**config.mk**
```make
export PLATFORM = sky130hd
export DESIGN_NAME = exp_unit_arbiter
export DESIGN_NICKNAME = d
export VERILOG_FILES = /design/src/rtl/exp_unit_arbiter.sv
export SDC_FILE = /design/constraint.sdc
export NUM_CORES = 1
export LEC_CHECK = 0
export BUFFER_PORTS_ARGS = -buffer_cell sky130_fd_sc_hd__buf_2
export CORE_UTILIZATION = 48
export CTS_BUF_LIST = sky130_fd_sc_hd__clkbuf_8
export CTS_CLUSTER_SIZE = 30
export DETAILED_ROUTE_END_ITERATION = 8
export HOLD_SLACK_MARGIN = 0.08
export PLACE_DENSITY = 0.9
export SLEW_MARGIN = 15
export SYNTH_ARGS = -nofsm -noshare
export SYNTH_HDL_FRONTEND = slang
export SYNTH_SLANG_ARGS = --single-unit
```
**constraint.sdc**
```tcl
create_clock -name clk -period 4.8 [get_ports clk]
set_input_delay 0.96 -clock clk [delete_from_list [all_inputs] [get_ports clk]]
set_output_delay 0.96 -clock clk [all_outputs]
set_load 0.005 [all_outputs]
```
**src/rtl/exp_unit_arbiter.sv**
```systemverilog
// exp_unit_arbiter: round-robin arbiter sharing one floating_point_exp unit among NUM_REQ requesters.
// Define EXP_ARB_TIMEOUT_EN to enable the WAIT watchdog (TIMEOUT_CYCLES) and the sticky timeout_err flag.
module exp_unit_arbiter #(
  parameter int NUM_REQ        = 4,
  parameter int DATA_WIDTH     = 32,
  parameter int TIMEOUT_CYCLES = 64
) (
  input  logic                          clk,
  input  logic                          reset,
  input  logic [NUM_REQ-1:0]            req,
  input  logic [NUM_REQ*DATA_WIDTH-1:0] req_x,
  output logic [NUM_REQ-1:0]            req_ack,
  output logic [NUM_REQ-1:0]            resp_valid,
  output logic [DATA_WIDTH-1:0]         resp_data,
  output logic                          start_exp,
  output logic [DATA_WIDTH-1:0]         x,
  input  logic [DATA_WIDTH-1:0]         exp_out_reg,
  input  logic                          softmax_output_ready,
  output logic                          busy,
  output logic                          timeout_err
);
  localparam int PW = $clog2(NUM_REQ);
  typedef enum logic [1:0] {IDLE, ISSUE, WAIT, RESP} state_e;
  state_e                  state_q;
  logic [PW-1:0]           rr_ptr_q, owner_q, gnt_d;
  logic                    gnt_vld_d, start_q, tmo;
  logic [NUM_REQ-1:0]      ack_q, rv_q;
  logic [DATA_WIDTH-1:0]   data_q, x_q;
  // Scan from the far end so the candidate nearest rr_ptr+1 is assigned last and wins.
  always_comb begin
    gnt_vld_d = 1'b0;
    gnt_d     = '0;
    for (int k = NUM_REQ; k >= 1; k--) begin
      if (req[PW'((int'(rr_ptr_q) + k) % NUM_REQ)]) begin
        gnt_vld_d = 1'b1;
        gnt_d     = PW'((int'(rr_ptr_q) + k) % NUM_REQ);
      end
    end
  end
`ifdef EXP_ARB_TIMEOUT_EN
  localparam int CW = $clog2(TIMEOUT_CYCLES + 1);
  logic [CW-1:0] cnt_q;
  logic          err_q;
  assign tmo = (state_q == WAIT) && !softmax_output_ready && (cnt_q == CW'(TIMEOUT_CYCLES - 1));
  always_ff @(posedge clk or negedge reset) begin
    if (!reset) begin
      cnt_q <= '0;
      err_q <= 1'b0;
    end else begin
      cnt_q <= (state_q == ISSUE) ? '0 : (state_q == WAIT) ? cnt_q + 1'b1 : cnt_q;
      err_q <= err_q | tmo;
    end
  end
  assign timeout_err = err_q;
`else
  logic unused_cfg;
  assign unused_cfg  = TIMEOUT_CYCLES[0];
  assign tmo         = 1'b0;
  assign timeout_err = 1'b0;
`endif
  always_ff @(posedge clk or negedge reset) begin
    if (!reset) begin
      state_q  <= IDLE;
      rr_ptr_q <= PW'(NUM_REQ - 1);
      owner_q  <= '0;
      ack_q    <= '0;
      rv_q     <= '0;
      data_q   <= '0;
      start_q  <= 1'b0;
      x_q      <= '0;
    end else begin
      ack_q   <= '0;
      rv_q    <= '0;
      start_q <= 1'b0;
      case (state_q)
        IDLE: if (gnt_vld_d) begin
          state_q <= ISSUE;
          owner_q <= gnt_d;
          x_q     <= req_x[gnt_d*DATA_WIDTH +: DATA_WIDTH];
          ack_q   <= NUM_REQ'(1) << gnt_d;
          start_q <= 1'b1;
        end
        ISSUE: state_q <= WAIT;
        WAIT: if (softmax_output_ready || tmo) begin
          state_q <= RESP;
          data_q  <= softmax_output_ready ? exp_out_reg : '1;
          rv_q    <= NUM_REQ'(1) << owner_q;
        end
        RESP: begin
          state_q  <= IDLE;
          rr_ptr_q <= owner_q;
        end
        default: state_q <= IDLE;
      endcase
    end
  end
  assign req_ack    = ack_q;
  assign resp_valid = rv_q;
  assign resp_data  = data_q;
  assign start_exp  = start_q;
  assign x          = x_q;
  assign busy       = (state_q != IDLE);
endmodule
```
### Word-level counts from Yosys, hierarchy flattened

Index checks and enable logic that the tools add are counted.

* $add $sub $neg: 4
* multipliers: 0
* div/mod/pow operators: 0
* order comparisons: 4
* equality and inequality tests: 5
* shifts and indexed selects: 3
* mux-type cells: 29
* bitwise operators: 0
* reduce and logical (&&, ||, !) cells: 5

Operator list (number)
* $shiftx 128x8->32: 1
* $lt 2x4->1 const B: 4
* $mux 4: 4
* $mux 1: 14
* $mux 2: 6
* $bmux 1 s2: 4
* $pmux 2 s4: 1
* $shl 1x2->4 const A: 2
* $reduce_and 2->1: 3
* $add 2x1->2 const B: 2
* $add 2x2->2 const B: 2
* $eq 2x2->1 const B: 2
* $ne 2x2->1 const B: 2
* $eq 2x1->1 const B: 1
* $logic_not 2->1: 1
* $reduce_bool 2->1: 1

* register bits: 79
* latch bits: 0
* bits in writable memories: 0
* bits in read-only memories: 0
* bits of input ports: 167
* output and inout port bits: 75
* word-level logic and storage cells: 58
* memories: 0

### Depth between registers and ports, before layout

* depth in word-level cells: 11
* mapped depth: 8
* gate-level depth less buffers: 7

### Worst setup path before layout

OpenSTA, ideal clock, no wires.

* path type: input to register
* start: input port req[3]
* end: register x_q[17] (netlist: x[17])
* setup time: 0.132 ns
* arrival: 2.058 ns
* data required time: 4.668 ns
* setup slack: 2.610 ns
* stages: 7
* buffers on the path: 2
* cell sequence: nor2b_2 o21ai_4 and3_4 buf_12 buf_8 mux2i_1 a211oi_2

* word-level cells in the longest chain between the ends: 8
* elaborated cells on any way between the ends: 22
* those cells by class: 1 x shift; 20 x mux; 1 x reduce/logical

Ends and longest elaborated chain
* start: declaration: RTL line 10 `input logic [NUM_REQ-1:0] req,`
* $bmux 1 s2: RTL line 34 `if (req[PW'((int'(rr_ptr_q) + k) % NUM_REQ)]) begin`
* $mux 1 (not written as such) (2 in a row): RTL line 34
* $mux 2 / $mux 1 (equally long branches) (4 in a row): RTL line 34
* $shiftx 128x8->32 / $reduce_and 2->1 (equally long branches)
* end signal: assignment: RTL line 79 `x_q <= req_x[gnt_d*DATA_WIDTH +: DATA_WIDTH];`
* end: declaration: RTL line 28 `logic [DATA_WIDTH-1:0] data_q, x_q;`

Parallel ways exist; a longest one is shown, timed or not. The select of a mux whose other input is x is not followed.
A chain may end at the register's enable or synchronous reset.

### Final worst setup path

* start: input port req[3]
* end: register x_q[29] (netlist: x[29])

Same word-level chain as after synthesis.

==> metrics.md <==
| Metric | Value |
|---|---|
| Status | `complete, no violations` |
| Buffers on Ports | `240` |
| Die footprint | `8770 um2` |
| Hold-fix buffers, CTS | `0` |
| Fin nets | `740` |
| Clock sink count | `79` |
| Cell Rows | `33` |
| Net Sw Power | `1180 uW` |
| Sequential share of power | `37.3%` |
| Synth Net Count | `515` |
| Routability Congestion | `0.756` |
| Initial Util | `49.3%` |
| Routed vias | `3629` |
| CTS-repair resized insts | `0` |
| WS Path Type | `input port to flop` |
| Total chip power | `3110 uW` |
| Max rail drop VDD | `0.207 mV` |
| Latest clock arrival within the worst-skew pair | `0.34 ns` |
| Synth cell types | `36` |
| Critical path arrival | `3.24 ns` |
| ANT nets after route | `0` |
| Postcts setup bufs | `0` |
| Total number of yosys warnings | `0` |
| TritonCTS clock tree | `yes` |
| Wire per inst | `16.2 um` |
| H-tree depth | `3` |
| Gr usage total | `25.2%` |
| Final slew viol count | `0` |
| Final setup vio count | `0` |
| Fillers | `652` |
| Number of placed I/O pins | `242` |
| Mean Syn Cell Area | `11.7 um2` |
| Max Fclk | `333 MHz` |
| Clock transition at path regs | `0.09 ns` |
| DR vias/cell | `5.34` |
| Final worst clock skew | `0.00867 ns` |
| DRC viols | `0` |
| Crit path max fanout | `35` |
| Power share of the combinational group | `46.3%` |
| Sw frac | `37.8%` |
| Cells on worst reg2reg path | `5` |
| Die width | `93.7 um` |
| Power Dens Cells | `573 nW/um2` |
| Max-Slew Margin vs Limit | `28.1%` |
| CTS max path bufs | `2` |
| First-pass GRT wire length | `17000 um` |
| Sequential area share after synthesis | `49.1%` |
| Clock root buffer | `clkbuf_8` |
| Drt total wl | `11000 um` |
| #FFs+latches synth | `79` |
| Number of hold violations in the final report | `0` |
| Post-route clock period utilization | `62.5%` |
| Worst Hold Class | `flop to flop` |
| TritonCTS Buffers | `9` |
| Number of global-route vias before repair | `3650` |
| Synth-to-layout area growth | `34.3%` |
| Clock power share | `16.4%` |
| Detailed router's first-iteration violation count | `106` |
| Final setup TNS | `0 ns` |
| CP required | `5.04 ns` |
| Pin count of the biggest net entering global routing | `80` |
| Drt first pass iters | `4` |
| # diodes | `0` |
| CP Capture Type | `flop` |
| Internal | `1930 uW` |
| Min Tclk post-route | `3.00 ns` |
| Worst setup SP type | `input port` |
| Max Cap Violations | `0` |
| DIE HEIGHT | `93.7 um` |
| Core box area | `8180 um2` |
| DP Wirelength | `8110 um` |
| Worst Hold Depth | `1` |
| Share of layout cells above drive strength 1 | `53.4%` |
| Setup repair after global routing missed its margin | `no` |
| Synthesized area | `4030 um2` |
| Initial antenna violation count | `0` |
| Syn Inst Count | `345` |
| Total gr overflow | `0` |
| Pleak | `0.00266 uW` |
| Slew @ Worst Pin | `1.08 ns` |
per-layer routing:
layer	track usage [%]	part of all wire, %	wire length, um
met1	29.3	41	4490
met2	45.4	51	5580
met3	4.45	6.3	692
met4	10.4	2.3	249
met5	0	0	0
cell usage in the layout, fill, tap and decap left out, drive strengths merged, types with 3 or more instances in the layout:
cell    instances
a211oi         64
and4           33
buf           243
clkbuf          9
dfrtp          77
ha              3
inv             7
mux2           34
mux2i          32
nand2           6
nand2b          3
nor2           36
nor2b           3
nor3            3
o21ai           5
final timing paths:
check,start,endpoint,slack [ns]
setup / recovery,req[3],x[29],1.80
hold / removal,resp_data[3],resp_data[3],0.51
setup reg to reg,rr_ptr_q[0],x[29],2.06
hold reg to reg,resp_data[3],resp_data[3],0.51
max in group asynchronous,reset,x[22],3.40
min in group asynchronous,reset,resp_data[30],0.75
metrics by stage:
stage / instances / util, % / cell area, um2 / hold slack [ns] / setup slack (ns)
floorplan: 345 / - / 4030 / 0.472 / 2.61
global placement: 664 / 63.8 / 5210 / 0.480 / 1.60
detailed placement: 664 / 63.8 / 5210 / 0.492 / 1.43
CTS: 680 / 66.3 / 5420 / 0.511 / 1.79
global route: 680 / 66.3 / 5420 / 0.522 / 1.55
finish: 680 / 66.3 / 5420 / 0.506 / 1.80
final cells by class:
cell class	instances	area (um2)	share of cell area (%)
Multi-Input combinational cell	233	1860	34.4
Clock inverter	7	80.1	1.48
Tap cell	105	131	2.42
Timing Repair Buffer	243	1230	22.6
Clock buffer	9	124	2.29
Sequential cell	79	1980	36.5
Inverter	4	15.0	0.277
power by group through the flow:
stage | logic (uW) | registers (uW) | clock network (uW)
floorplan | 913 | 1190 | 0
global placement | 1390 | 1150 | 0
detailed placement | 1450 | 1180 | 0
CTS | 1450 | 1160 | 518
global route | 1590 | 1200 | 551
finish | 1440 | 1160 | 509
registers in the layout, summed over array words and instances (netlist names):
| register | count |
|---|---|
| resp_data | 32 |
| x | 32 |
| req_ack | 4 |
| resp_valid | 4 |
| owner_q | 2 |
| rr_ptr_q | 2 |
| state_q | 2 |
| start_exp | 1 |
critical path, stage by stage:
cell and delay, ns:
buf_2 0.13, o21ai_2 0.84, and3_4 0.79, mux2i_1 0.17, a211oi_1 0.32
synth_stat cells:
cell	count	area share, %
mux2i_1	32	7.9
nor2b_1	2	0.31
nand3_1	1	0.12
nand2_2	1	0.16
dfrtp_1	77	48
a211oi_2	1	0.31
a211oi_1	63	12
buf_2	8	0.99
o21ai_4	1	0.40
ha_1	3	0.93
inv_1	3	0.28
nor2_1	36	3.4
nand2_1	5	0.47
or2_2	1	0.16
nor2b_2	1	0.22
o21ai_0	3	0.37
buf_4	1	0.19
buf_8	1	0.37
buf_12	3	1.5
a21o_1	1	0.19
and4_1	33	7.2
nor3b_1	2	0.37
dfstp_2	2	1.3
inv_2	1	0.093
nand2b_1	2	0.31
a21oi_1	1	0.12
o22a_1	1	0.22
clkbuf_1	16	1.5
o21ai_1	1	0.12
nor3_1	3	0.37
nor4_2	1	0.31
o221a_2	1	0.28
conb_1	1	0.093
nand2b_2	1	0.22
and3_4	1	0.28
mux2_2	34	9.5
logic make-up (layout without fill, tap and decap cells):
family / after synthesis / after routing / synth area share [%]
buf+inv: 33 / 263 / 4.90
fa+ha+maj: 3 / 3 / 0.931
simple gates: 90 / 90 / 13.8
compound gates: 73 / 73 / 13.7
other cells: 1 / 1 / 0.0930
mux: 66 / 66 / 17.4
flops: 79 / 79 / 49.1
(Power assumes the default switching activity.)
